--- src/rtl/bldc_pkg.sv ---
// Shared BLDC definitions: hall six-step sequence, direction encoding and default gate length.
// Used by the speed meter and the commutation logic.
package bldc_pkg;

  localparam int unsigned GateCyclesDefault = 50000;

  typedef logic [2:0] hall_code_t;

  // Forward rotation visits HallS0 -> HallS5 and wraps back to HallS0
  localparam hall_code_t HallS0 = 3'b001;
  localparam hall_code_t HallS1 = 3'b011;
  localparam hall_code_t HallS2 = 3'b010;
  localparam hall_code_t HallS3 = 3'b110;
  localparam hall_code_t HallS4 = 3'b100;
  localparam hall_code_t HallS5 = 3'b101;

  typedef enum logic {
    DirFwd = 1'b0,
    DirRev = 1'b1
  } dir_e;

  function automatic logic hall_legal(input hall_code_t code);
    return (code != 3'b000) && (code != 3'b111);
  endfunction

  function automatic hall_code_t hall_next(input hall_code_t code);
    hall_code_t res;
    case (code)
      HallS0:  res = HallS1;
      HallS1:  res = HallS2;
      HallS2:  res = HallS3;
      HallS3:  res = HallS4;
      HallS4:  res = HallS5;
      HallS5:  res = HallS0;
      default: res = code;
    endcase
    return res;
  endfunction

  function automatic hall_code_t hall_prev(input hall_code_t code);
    hall_code_t res;
    case (code)
      HallS0:  res = HallS5;
      HallS1:  res = HallS0;
      HallS2:  res = HallS1;
      HallS3:  res = HallS2;
      HallS4:  res = HallS3;
      HallS5:  res = HallS4;
      default: res = code;
    endcase
    return res;
  endfunction

  function automatic logic [7:0] sat_u8(input logic [8:0] value);
    return (value > 9'd255) ? 8'hff : value[7:0];
  endfunction

endpackage

--- src/rtl/hall_decode.sv ---
// Hall input synchronizer and step decoder: compares synchronized code hs against its
// previous value hp and flags forward/reverse steps or illegal codes/transitions.
module hall_decode
  import bldc_pkg::*;
(
  input  logic       clk,
  input  logic       rst,
  input  logic [2:0] hall,
  output logic       fwd_edge,
  output logic       rev_edge,
  output logic       bad_code
);

  hall_code_t sync1;
  hall_code_t hs;
  hall_code_t hp;

  always_ff @(posedge clk) begin
    if (rst) begin
      sync1 <= '0;
      hs    <= '0;
      hp    <= '0;
    end else begin
      sync1 <= hall;
      hs    <= sync1;
      hp    <= hs;
    end
  end

  // An illegal hp means there is no valid reference: the next legal code only reloads it.
  always_comb begin
    fwd_edge = 1'b0;
    rev_edge = 1'b0;
    bad_code = 1'b0;
    if (hs != hp) begin
      if (!hall_legal(hs)) begin
        bad_code = 1'b1;
      end else if (hall_legal(hp)) begin
        if (hs == hall_next(hp)) begin
          fwd_edge = 1'b1;
        end else if (hs == hall_prev(hp)) begin
          rev_edge = 1'b1;
        end else begin
          bad_code = 1'b1;
        end
      end
    end
  end

endmodule

--- src/rtl/hall_speed_meter.sv ---
// Hall-sensor speed meter: counts valid hall edges per gate window, reports direction,
// hall errors and a stall flag after consecutive empty windows.
module hall_speed_meter
  import bldc_pkg::*;
#(
  parameter int unsigned GATE_CYCLES   = GateCyclesDefault,
  parameter int unsigned STALL_WINDOWS = 4
) (
  input  logic       CLK,
  input  logic       RST,
  input  logic       EN,
  input  logic [2:0] hall,
  output logic [7:0] current_vel,
  output logic       vel_valid,
  output logic       dir,
  output logic       hall_err,
  output logic       stall
);

  localparam int unsigned GateW = (GATE_CYCLES > 1) ? $clog2(GATE_CYCLES) : 1;
  localparam int unsigned ZeroW = (STALL_WINDOWS > 0) ? $clog2(STALL_WINDOWS + 1) : 1;
  localparam logic [GateW-1:0] GateLast = GateW'(GATE_CYCLES - 1);
  localparam logic [ZeroW-1:0] ZeroMax  = ZeroW'(STALL_WINDOWS);

  logic fwd_edge;
  logic rev_edge;
  logic bad_code;

  hall_decode u_hall_decode (
    .clk      (CLK),
    .rst      (RST),
    .hall     (hall),
    .fwd_edge (fwd_edge),
    .rev_edge (rev_edge),
    .bad_code (bad_code)
  );

  logic [GateW-1:0] gate_cnt;
  logic [8:0]       edge_cnt;
  logic [ZeroW-1:0] zero_cnt;

  logic             valid_edge;
  logic             terminal;
  logic [8:0]       edge_inc;
  logic [ZeroW-1:0] zero_next;

  always_comb begin
    valid_edge = fwd_edge | rev_edge;
    terminal   = (gate_cnt == GateLast);
    edge_inc   = (edge_cnt == 9'd511) ? edge_cnt : edge_cnt + 9'd1;
    if (edge_cnt != '0) begin
      zero_next = '0;
    end else if (zero_cnt == ZeroMax) begin
      zero_next = zero_cnt;
    end else begin
      zero_next = zero_cnt + ZeroW'(1);
    end
  end

  always_ff @(posedge CLK) begin
    if (RST) begin
      gate_cnt    <= '0;
      edge_cnt    <= '0;
      zero_cnt    <= '0;
      current_vel <= '0;
      vel_valid   <= 1'b0;
      dir         <= DirFwd;
      hall_err    <= 1'b0;
      stall       <= 1'b0;
    end else if (!EN) begin
      gate_cnt  <= '0;
      edge_cnt  <= '0;
      vel_valid <= 1'b0;
      hall_err  <= 1'b0;
    end else begin
      vel_valid <= terminal;
      hall_err  <= bad_code;
      if (valid_edge) begin
        dir <= rev_edge ? DirRev : DirFwd;
      end
      if (terminal) begin
        gate_cnt    <= '0;
        current_vel <= sat_u8(edge_cnt);
        // An edge on the terminal cycle belongs to the window that starts now
        edge_cnt    <= {8'd0, valid_edge};
        zero_cnt    <= zero_next;
      end else begin
        gate_cnt <= gate_cnt + GateW'(1);
        if (valid_edge) begin
          edge_cnt <= edge_inc;
        end
      end
      if (valid_edge) begin
        stall <= 1'b0;
      end else if (terminal && (zero_next == ZeroMax)) begin
        stall <= 1'b1;
      end
    end
  end

endmodule

--- config.mk ---
export PLATFORM = sky130hd
export DESIGN_NAME = hall_speed_meter
export DESIGN_NICKNAME = d
export VERILOG_FILES = /design/src/rtl/bldc_pkg.sv /design/src/rtl/hall_decode.sv /design/src/rtl/hall_speed_meter.sv
export SDC_FILE = /design/constraint.sdc
export NUM_CORES = 1
export LEC_CHECK = 0
export BUFFER_PORTS_ARGS = -buffer_cell sky130_fd_sc_hd__buf_2
export CAP_MARGIN = 20
export CORE_ASPECT_RATIO = 0.75
export CORE_MARGIN = 5
export CORE_UTILIZATION = 55
export DETAILED_ROUTE_END_ITERATION = 7
export MAX_ROUTING_LAYER = met4
export PLACE_DENSITY_LB_ADDON = 0.1
export SETUP_SLACK_MARGIN = 0.2
export SLEW_MARGIN = 20
export SYNTH_ARGS = -nofsm -noshare
export SYNTH_HDL_FRONTEND = slang
export SYNTH_SLANG_ARGS = --single-unit
--- constraint.sdc ---
create_clock -name CLK -period 4 [get_ports CLK]
set_input_delay 0.8 -clock CLK [delete_from_list [all_inputs] [get_ports CLK]]
set_output_delay 0.8 -clock CLK [all_outputs]
set_load 0.005 [all_outputs]
==> flow_summary.json, run 1 <==
{
  "outcome": "finished clean",
  "start_util_pct": 58.3,
  "most_common_library_cell_in_the_layout_ignoring_fill_and_taps": "sky130_fd_sc_hd__dfxtp_1",
  "synth-edff-count": 0,
  "met2_wire_len_mm": 1.84,
  "cts_tree": "built",
  "syn_avg_cell_area_um2": 8.33,
  "met1_length_mm": 2.51,
  "register_area_share_after_synthesis_pct": 40.8,
  "netSwitchingPower_mw": 0.186,
  "ir_drop_v": 0.000318,
  "setup_viol_count_final": 0,
  "grt_start_max_net_pins": 25,
  "clock_tree.htree_level_count": 2,
  "skew_ps": 5.80,
  "power_report.internal_total_mw": 0.710,
  "drt_drc_violations_left": 0,
  "post-dp-hpwl_mm": 3.24,
  "multiInputGateArea_um2": 1320,
  "holdBufCountCts": 0,
  "gp_congestion": 0.805,
  "worst-setup-path-type": "reg -> reg",
  "holdCritPathClass": "reg -> reg",
  "yosys_warnings": 0,
  "cp_slowest_cell": "sky130_fd_sc_hd__dfxtp_1",
  "final-seq-area_um2": 981,
  "sw_frac_of_total_pct": 20.8,
  "top_signal_layer_used": "met4",
  "die_extent_in_y_um": 67.3,
  "met3_wirelength_um": 276,
  "critical_path.cell_chain": "nor4bb_1 -> o21ai_1 -> a31oi_2 -> mux2i_1 -> nor2_1",
  "drv.max_cap_violation_count": 0,
  "clock-sinks": 49,
  "final_min_period_over_clock_period_pct": 55.0,
  "clkPwrFrac_pct": 40.6,
  "max_slew.worst_pin.slew_ps": 663,
  "ctsRootBufferMaster": "sky130_fd_sc_hd__clkbuf_8",
  "grt_overflow_total": 0,
  "synthesis.area_um2": 2410,
  "average_vias_per_placed_instance": 5.50,
  "chipWidth_um": 86.4,
  "antenna_violating_nets_post_route": 0,
  "drt_iter0_drc": 121,
  "layout.cells.most_common_list": "49 x sky130_fd_sc_hd__dfxtp_1, 44 x sky130_fd_sc_hd__nor2_1, 24 x sky130_fd_sc_hd__nor3_1, 21 x sky130_fd_sc_hd__nand2_1, 17 x sky130_fd_sc_hd__buf_2",
  "postCtsResizedCells": 0,
  "detail_route.wl_per_cell_um": 13.3,
  "largest_incremental_delay_on_the_critical_path_ps": 640,
  "grt_pass1_vias": 1712,
  "tritoncts_buffer_count": 5,
  "comb_pwr_share_pct": 3.4,
  "preCtsSetupSlack_ps": 1800,
  "power.sequential.fraction_pct": 56.0,
  "syn_to_final_growth_pct": 7.96,
  "synth_fp_nets": 302,
  "dr_total_vias": 1942,
  "core_area_um2": 4130,
  "grt_antenna_before_repair": 0,
  "synth.ff_latch_count": 49,
  "detail_route.wirelength_mm": 4.68,
  "antenna-diode-count": 0,
  "synthCells": 289,
  "yosys_most_used_dff": "sky130_fd_sc_hd__dfxtp_1",
  "drt_pass1_iterations": 4,
  "post-route-min-period_ps": 2200,
  "rsz0062_at_grt": "no",
  "portBuffers": 17,
  "finalHoldViolations": 0,
  "nets": 310,
  "worst_skew_pair.late_latency_ps": 300,
  "die_area_um2": 5810,
  "post-cts-setup-buffer-count": 0,
  "grt_usage_pct": 18.4,
  "cts-root-to-sink-buffers": 2,
  "setup_tns_ps": 0,
  "io_pins": 18,
  "worstSetupEndpointType": "flop",
  "p_leak_nw": 0.886,
  "number_of_max_slew_violations_in_the_final_report": 0,
  "worst_setup_path_start_kind": "flop",
  "post_synth_arst_share_pct": 0,
  "grt_first_pass_wirelength_mm": 8.22,
  "post_synth_num_cell_types": 43,
  "timing.fmax_mhz": 454,
  "worstPathArrival_ps": 2380,
  "post_route_cells_drive_above_1_share_pct": 10.7,
  "power_per_cell_area_nw_per_um2": 345,
  "setup_slack_ps": 1800,
  "critPathRequiredTime_ps": 4180,
  "clkSlewWorstSetupHoldPaths_ps": 80,
  "slew-limit-headroom_pct": 55.4,
  "crit_path_max_fanout": 16,
  "n_fill_cell": 369,
  "std_cell_rows": 20
}
==> metrics by stage <==
step | std cells | total power, mW | utilization (%) | area [um^2] | hold WS [ps]
finish | 353 | 0.896 | 62.9 | 2600 | 449
global placement | 345 | 0.543 | 60.1 | 2480 | 424
detailed placement | 345 | 0.543 | 60.1 | 2480 | 431
CTS | 353 | 0.905 | 62.9 | 2600 | 455
global route | 353 | 0.933 | 62.9 | 2600 | 466
floorplan | 289 | 0.536 | - | 2410 | 414
==> Yosys cell counts, types with 2 or more instances <==
library cell,instances,share of area [%]
sky130_fd_sc_hd__dfxtp_1,49,41
sky130_fd_sc_hd__nor4_1,3,0.78
sky130_fd_sc_hd__a311oi_1,4,1.5
sky130_fd_sc_hd__buf_4,2,0.62
sky130_fd_sc_hd__o21ai_0,8,1.7
sky130_fd_sc_hd__inv_1,7,1.1
sky130_fd_sc_hd__nand2_1,21,3.3
sky130_fd_sc_hd__buf_2,3,0.62
sky130_fd_sc_hd__nand3b_1,5,1.6
sky130_fd_sc_hd__clkbuf_1,10,1.6
sky130_fd_sc_hd__xor2_1,11,4.0
sky130_fd_sc_hd__xnor2_1,11,4.0
sky130_fd_sc_hd__nor2_1,44,6.9
sky130_fd_sc_hd__and3_1,5,1.3
sky130_fd_sc_hd__a21oi_1,16,3.3
sky130_fd_sc_hd__nor4bb_1,6,2.5
sky130_fd_sc_hd__nor3_1,24,5.0
sky130_fd_sc_hd__nor2b_1,9,2.3
sky130_fd_sc_hd__ha_1,7,3.6
sky130_fd_sc_hd__a21bo_2,2,0.83
sky130_fd_sc_hd__a2111oi_0,3,1.1
sky130_fd_sc_hd__o21ai_1,3,0.62
sky130_fd_sc_hd__nand3_1,15,3.1
sky130_fd_sc_hd__a211oi_1,2,0.62
==> registers in the layout, indices dropped and copies added, names as in the netlist, 3 cells and up <==
signal,flops
current_vel,8
u_hall_decode.hs,3
u_hall_decode.hp,3
gate_cnt,16
u_hall_decode.sync1,3
zero_cnt,3
edge_cnt,9
==> critical path: cells and delay by family (launching register included) <==
family | cells | cell delay, ps
flops | 1 | 640
compound gates | 2 | 760
simple gates | 2 | 410
mux | 1 | 270
==> cell families (layout without fill, tap and decap cells) <==
family                     count (synthesis)  count (layout)  synth area share [%]
and+or+nand+nor                          144             144                  31.4
DFF                                       49              49                  40.8
AOI/OAI and AO/OA                         43              43                  11.4
buffers and inverters                     23              32                  4.37
xor gates and xnor gates                  22              22                  8.01
adders and majority gates                  7               7                  3.64
muxes                                      1               1                 0.416
==> per-layer routing <==
layer / up-vias / track usage (%)
li1: 1023 / -
met1: 867 / 26.4
met2: 47 / 25.9
met3: 5 / 4.15
met4: 0 / 5.45
met5: - / -
==> cell type report <==
cell class	instances	area share, %
multi-input cells	217	50.8
clock inverters	1	1.16
clock buffers	7	3.32
flip-flops and latches	49	37.8
well taps	55	2.65
repair buffers	17	3.28
inverters	7	1.01
==> power groups by stage <==
stage,Combinational (mW),Sequential [mW],Clock (mW)
global placement,0.0296,0.513,0
CTS,0.0304,0.502,0.373
detailed placement,0.0302,0.513,0
finish,0.0302,0.502,0.363
floorplan,0.0302,0.506,0
global route,0.0355,0.503,0.394
==> worst paths after layout <==
path	slack, ps	endpoint	cells past startpoint	startpoint
worst min register to register	450	u_hall_decode.hs[0]	1	u_hall_decode.sync1[0]
worst max-delay path	1800	edge_cnt[1]	5	u_hall_decode.hp[2]
worst min-delay path	450	u_hall_decode.hs[0]	1	u_hall_decode.sync1[0]
worst max register to register	1800	edge_cnt[1]	5	u_hall_decode.hp[2]
Note: power is estimated with default switching activity, not from simulation.
==> run 2, diff against run 1 <==
- ABC_AREA: default -> 1
- clock period: 4 -> 2.1 ns (I/O delays scaled with it)
==> flow_summary.json, run 2 <==
{
  "io_pins": 18,
  "yosys_most_used_dff": "sky130_fd_sc_hd__dfxtp_1",
  "worstPathBufferInverterCount": 1,
  "chipWidth_um": 88.1,
  "power_per_cell_area_nw_per_um2": 572,
  "die_area_um2": 6050,
  "timing.hold.worst_path_depth": 3,
  "largest_reg_flops": 16,
  "yosys_warnings": 0,
  "crit_path_max_fanout": 10,
  "post_route_cells_drive_above_1_share_pct": 19.1,
  "synth-edff-count": 0,
  "worst_skew_pair.late_latency_ps": 300,
  "synth_most_common_cell": "sky130_fd_sc_hd__nand2_1",
  "cts_tree": "built",
  "drt_pass1_iterations": 4,
  "whs_endpoint": "u_hall_decode.sync1[0]",
  "ctsRootBufferMaster": "sky130_fd_sc_hd__clkbuf_8",
  "cell_types_with_the_highest_counts_after_synthesis": "55 x sky130_fd_sc_hd__nand2_1, 49 x sky130_fd_sc_hd__dfxtp_1, 43 x sky130_fd_sc_hd__inv_1",
  "detail_route.wl_per_cell_um": 11.5,
  "critical_path.reg2reg.endpoint": "edge_cnt[6]",
  "holdCritPathClass": "in -> reg",
  "critical_path.cell_chain": "ha_1 -> nand2_1 -> nor4_4 -> ha_2 -> clkinv_2 -> nand3_4 -> nand2_1 -> a21oi_1",
  "finalHoldViolations": 0,
  "max_slew.worst_pin.slew_ps": 559,
  "clock-sinks": 49,
  "grt_overflow_total": 0,
  "grt_usage_pct": 18.3,
  "gp_congestion": 0.919,
  "setup_viol_count_final": 0,
  "synth.ff_latch_count": 49,
  "average_vias_per_placed_instance": 5.05,
  "max_flop_register": "gate_cnt",
  "outcome": "finished clean",
  "cp_slowest_cell": "sky130_fd_sc_hd__dfxtp_1",
  "startpoint": "edge_cnt[0]",
  "syn_avg_cell_area_um2": 7.54,
  "grt_antenna_before_repair": 0,
  "clock_tree.htree_level_count": 2,
  "grt_pass1_vias": 1877,
  "skew_ps": 6.37,
  "post-route-min-period_ps": 1700,
  "drv.max_cap_violation_count": 0,
  "largest_incremental_delay_on_the_critical_path_ps": 380,
  "post_synth_arst_share_pct": 0,
  "preCtsSetupSlack_ps": 96.2,
  "drt_drc_violations_left": 0,
  "synthesis.area_um2": 2520,
  "worst-setup-path-type": "reg -> reg",
  "critPathRequiredTime_ps": 2330,
  "critical-path-top-cell-by-count": "sky130_fd_sc_hd__nand2_1",
  "p_leak_nw": 1.16,
  "synth.largest_area_cell": "sky130_fd_sc_hd__dfxtp_1",
  "synth_fp_nets": 347,
  "n_fill_cell": 405,
  "register_area_share_after_synthesis_pct": 38.9,
  "setup_tns_ps": 0,
  "worst-path-stages": 8,
  "syn_to_final_growth_pct": 10.2,
  "start_util_pct": 56.7,
  "worst_hold_startpoint": "hall[0]",
  "number_of_max_slew_violations_in_the_final_report": 0,
  "core_area_um2": 4440,
  "worst_setup_path_start_kind": "flop",
  "timing.reg2reg.setup_slack_ps": 400,
  "synthDominantCellAreaShare_pct": 38.9,
  "worst_r2r_startpoint": "edge_cnt[0]",
  "layout.cells.most_common_list": "55 x sky130_fd_sc_hd__nand2_1, 48 x sky130_fd_sc_hd__dfxtp_1, 43 x sky130_fd_sc_hd__inv_1, 38 x sky130_fd_sc_hd__nor2_1, 18 x sky130_fd_sc_hd__a21oi_1",
  "cp_top_family": "simple AND/OR/NAND/NOR gates",
  "largestRegisters": "gate_cnt: 16 flops, edge_cnt: 9 flops, current_vel: 8 flops",
  "grt_first_pass_wirelength_mm": 8.51,
  "post_synth_num_cell_types": 35,
  "antenna-diode-count": 0,
  "post-dp-hpwl_mm": 3.60,
  "nets": 368,
  "std_cell_rows": 21,
  "tritoncts_buffer_count": 5,
  "die_extent_in_y_um": 68.6,
  "slew-limit-headroom_pct": 62.7,
  "drt_iter0_drc": 167,
  "clkSlewWorstSetupHoldPaths_ps": 80,
  "antenna_violating_nets_post_route": 0,
  "dr_total_vias": 2085,
  "worstSetupEndpointType": "flop",
  "rsz0062_at_grt": "yes",
  "ys_top_cells_by_area": "sky130_fd_sc_hd__dfxtp_1 39%, sky130_fd_sc_hd__nand2_1 8.2%, sky130_fd_sc_hd__inv_1 6.4%, sky130_fd_sc_hd__nor2_1 5.7%, sky130_fd_sc_hd__a21oi_1 3.6%",
  "synthCells": 334,
  "worst_r2r_path_depth": 8,
  "most_common_library_cell_in_the_layout_ignoring_fill_and_taps": "sky130_fd_sc_hd__nand2_1",
  "final_min_period_over_clock_period_pct": 81.0,
  "grt_start_max_net_pins": 18,
  "detail_route.wirelength_mm": 4.74,
  "setup_slack_ps": 399,
  "timing.fmax_mhz": 588,
  "cts-root-to-sink-buffers": 2,
  "portBuffers": 17,
  "ir_drop_v": 0.000460,
  "worstPathArrival_ps": 1930
}
## run 2: cell count changes after synthesis, moves of 9 or more
cell                       change
sky130_fd_sc_hd__inv_1        +36
sky130_fd_sc_hd__nand2_1      +34
sky130_fd_sc_hd__nor3_1       -17
sky130_fd_sc_hd__nand2_2      +12
sky130_fd_sc_hd__clkbuf_1      -9
sky130_fd_sc_hd__nand4_1       +9
sky130_fd_sc_hd__nor2b_1       -9
## run 2: metrics by stage
stage          utilization, %  power [mW]  hold WS [ps]  cells  area, um^2
6_report                 62.5        1.59           319    413        2780
5_1_grt                  62.5        1.66           312    413        2780
4_1_cts                  61.1        1.61           314    410        2710
3_5_place_dp             59.0        1.08           396    402        2620
3_3_place_gp             59.0        1.08           390    402        2620
2_1_floorplan               -        1.06           388    334        2520
## run 2: area by class of cell
class | instances | area, um^2 | share of cell area, %
clock buffer | 6 | 72.6 | 2.61
clock inverter | 2 | 10.0 | 0.361
inverter | 48 | 181 | 6.53
multi-input combinational | 228 | 1320 | 47.4
sequential | 49 | 982 | 35.4
tap | 57 | 71.3 | 2.57
timing repair buffer | 23 | 143 | 5.14
## run 2: worst min-delay path: stages
cell and delay, ps:
sky130_fd_sc_hd__buf_2 70, sky130_fd_sc_hd__inv_1 30, sky130_fd_sc_hd__nor2_1 60
## run 2: how the worst max path moves through the flow
stage,end,slack (ps)
floorplan,edge_cnt[1],350
detailed placement,edge_cnt[8],100
global placement,edge_cnt[1],230
finish,edge_cnt[6],400
CTS,edge_cnt[6],290
global route,gate_cnt[12],150
## run 2: kinds of logic after synthesis
| group | Yosys count | share of synthesized area (%) |
|---|---|---|
| xor gates and xnor gates | 15 | 5.22 |
| and+or+nand+nor | 158 | 31.5 |
| buffers and inverters | 57 | 10.2 |
| AOI/OAI and AO/OA | 48 | 10.7 |
| DFF | 49 | 38.9 |
| adders and majority gates | 7 | 3.48 |
## run 2: repair_timing
action,CTS,global route
cloned,0,0
resized for setup,2,6
pin swaps,0,4
buffers inserted,0,3
endpoints found under the hold margin,0,0
endpoints found under the setup margin,9,22
hold buffers,0,0
## run 2: where the power goes
group          internal, mW  switching (mW)
clock                 0.231           0.294
sequential            0.939          0.0112
combinational        0.0404          0.0722
## run 2: metal layers
layer / track usage [%] / vias up / part of all wire, %
li1: - / 1122 / -
met1: 25.3 / 923 / 53
met3: 4.16 / 5 / 5.1
met4: 5.09 / 0 / 0.57
met2: 27.1 / 35 / 42
met5: - / - / 0
==> run 3, diff against run 2 <==
- clock period: 2.1 -> 1.7 ns (I/O delays scaled with it)
==> flow_summary.json, run 3 (same netlist as run 2, synthesis figures left out) <==
{
  "worst_r2r_path_depth": 11,
  "worst_skew_pair.late_latency_ps": 300,
  "grt_antenna_before_repair": 0,
  "worstPathArrival_ps": 1810,
  "worst-setup-path-type": "reg -> reg",
  "core_area_um2": 4440,
  "drt_drc_violations_left": 0,
  "max_flop_register": "gate_cnt",
  "whs_endpoint": "u_hall_decode.sync1[1]",
  "portBuffers": 17,
  "worst_r2r_startpoint": "u_hall_decode.hp[2]",
  "cts-root-to-sink-buffers": 2,
  "drt_iter0_drc": 220,
  "setup_tns_ps": 0,
  "critical_path.cell_chain": "buf_6 -> nor2_4 -> nand2_2 -> nand2_2 -> xor2_1 -> nand2_2 -> nand2_4 -> nand3_4 -> nand2_1 -> nand2_1 -> nor2_1",
  "power_per_cell_area_nw_per_um2": 631,
  "critical-path-top-cell-by-count": "sky130_fd_sc_hd__nand2_2",
  "average_vias_per_placed_instance": 5.29,
  "hold_ws_ps": 242,
  "syn_to_final_growth_pct": 32.3,
  "skew_ps": 12.1,
  "slew-limit-headroom_pct": 78.1,
  "grt_pass1_vias": 2058,
  "detail_route.wirelength_mm": 6.00,
  "io_pins": 18,
  "start_util_pct": 56.7,
  "outcome": "finished clean",
  "ctsRootBufferMaster": "sky130_fd_sc_hd__clkbuf_8",
  "critical_path.reg2reg.endpoint": "edge_cnt[1]",
  "nets": 400,
  "std_cell_rows": 21,
  "clock_tree.htree_level_count": 2,
  "crit_path_max_fanout": 6,
  "timing.reg2reg.setup_slack_ps": 130,
  "clock-sinks": 49,
  "largestRegisters": "gate_cnt: 16 flops, edge_cnt: 9 flops, current_vel: 8 flops",
  "number_of_max_slew_violations_in_the_final_report": 0,
  "total_power_mw": 2.10,
  "tritoncts_buffer_count": 5,
  "worst_setup_path_start_kind": "flop",
  "post-route-min-period_ps": 1570,
  "holdBufCountCts": 0,
  "p_leak_nw": 1.44,
  "largest_incremental_delay_on_the_critical_path_ps": 380,
  "setup_slack_ps": 128,
  "most_common_library_cell_in_the_layout_ignoring_fill_and_taps": "sky130_fd_sc_hd__nand2_1",
  "gp_congestion": 0.841,
  "worstPathBufferInverterCount": 1,
  "worst_hold_startpoint": "hall[1]",
  "rsz0062_at_grt": "yes",
  "die_extent_in_y_um": 68.6,
  "grt_overflow_total": 0,
  "cts_tree": "built",
  "utilization_pct": 75.0,
  "worstSetupEndpointType": "flop",
  "antenna-diode-count": 0,
  "final-instance-count-excl-fill": 445,
  "max_slew.worst_pin.slew_ps": 326,
  "placedCellCount": 413,
  "ir_drop_v": 0.000461,
  "detail_route.wl_per_cell_um": 13.5,
  "grt_first_pass_wirelength_mm": 9.39,
  "timing.fmax_mhz": 636,
  "timing.hold.worst_path_depth": 3,
  "post_route_cells_drive_above_1_share_pct": 39.7,
  "preCtsSetupSlack_ps": -22.7,
  "final_min_period_over_clock_period_pct": 92.5,
  "finalHoldViolations": 0,
  "grt_start_max_net_pins": 18,
  "final_cell_area_um2": 3330,
  "cp_top_family": "simple AND/OR/NAND/NOR gates",
  "dr_total_vias": 2353,
  "drv.max_cap_violation_count": 0,
  "holdCritPathClass": "in -> reg",
  "chipWidth_um": 88.1,
  "largest_reg_flops": 16,
  "grt_usage_pct": 20.5,
  "layout.cells.most_common_list": "42 x sky130_fd_sc_hd__nand2_1, 39 x sky130_fd_sc_hd__inv_1, 34 x sky130_fd_sc_hd__nor2_1, 33 x sky130_fd_sc_hd__dfxtp_1, 26 x sky130_fd_sc_hd__buf_4",
  "drt_pass1_iterations": 4,
  "die_area_um2": 6050,
  "cp_slowest_cell": "sky130_fd_sc_hd__dfxtp_4",
  "antenna_violating_nets_post_route": 0,
  "setup_viol_count_final": 0,
  "post-dp-hpwl_mm": 3.81,
  "clkSlewWorstSetupHoldPaths_ps": 90,
  "critPathRequiredTime_ps": 1940,
  "dpl_cell_area_um2": 2730
}
## run 3: worst min-delay path, stage by stage
cell,delay [ps]
sky130_fd_sc_hd__buf_2,70
sky130_fd_sc_hd__inv_1,30
sky130_fd_sc_hd__nor2_1,60
## run 3: cell type report
class	count	area, um^2
Multi-Input combinational cell	230	1540
Fill cell	316	1110
Inverter	48	190
Clock inverter	1	5.00
Tap cell	57	71.3
Clock buffer	7	96.3
Timing Repair Buffer	52	399
Timing Repair inverter	1	5.00
Sequential cell	49	1020
## run 3: power by group
group          leakage, nW  total, mW  switching [mW]  internal (mW)
registers            0.406       1.16          0.0146           1.15
logic                0.981      0.196           0.119         0.0765
clock network       0.0542      0.741           0.373          0.368
total                 1.44       2.10           0.507           1.60
## run 3: worst max-delay path by stage
stage | depth (start not counted) | start | endpoint
floorplan | 10 | gate_cnt[0] | current_vel[6]
global placement | 9 | gate_cnt[0] | current_vel[2]
detailed placement | 9 | gate_cnt[0] | current_vel[1]
CTS | 7 | edge_cnt[1] | current_vel[2]
global route | 8 | gate_cnt[0] | gate_cnt[12]
finish | 11 | u_hall_decode.hp[2] | edge_cnt[1]
## run 3: repair_timing
action	CTS	global route
endpoints found under the setup margin	39	40
setup buffers	9	12
resized for setup	39	51
cloned	3	0
pin swaps	18	20
## run 3: metal layers
| layer | GRT usage, % | vias to the layer above | routed length, um |
|---|---|---|---|
| li1 | - | 1190 | - |
| met1 | 26.2 | 1083 | 2750 |
| met2 | 33.5 | 69 | 2860 |
| met3 | 3.80 | 11 | 319 |
| met4 | 6.04 | 0 | 73 |
| met5 | - | - | 0 |
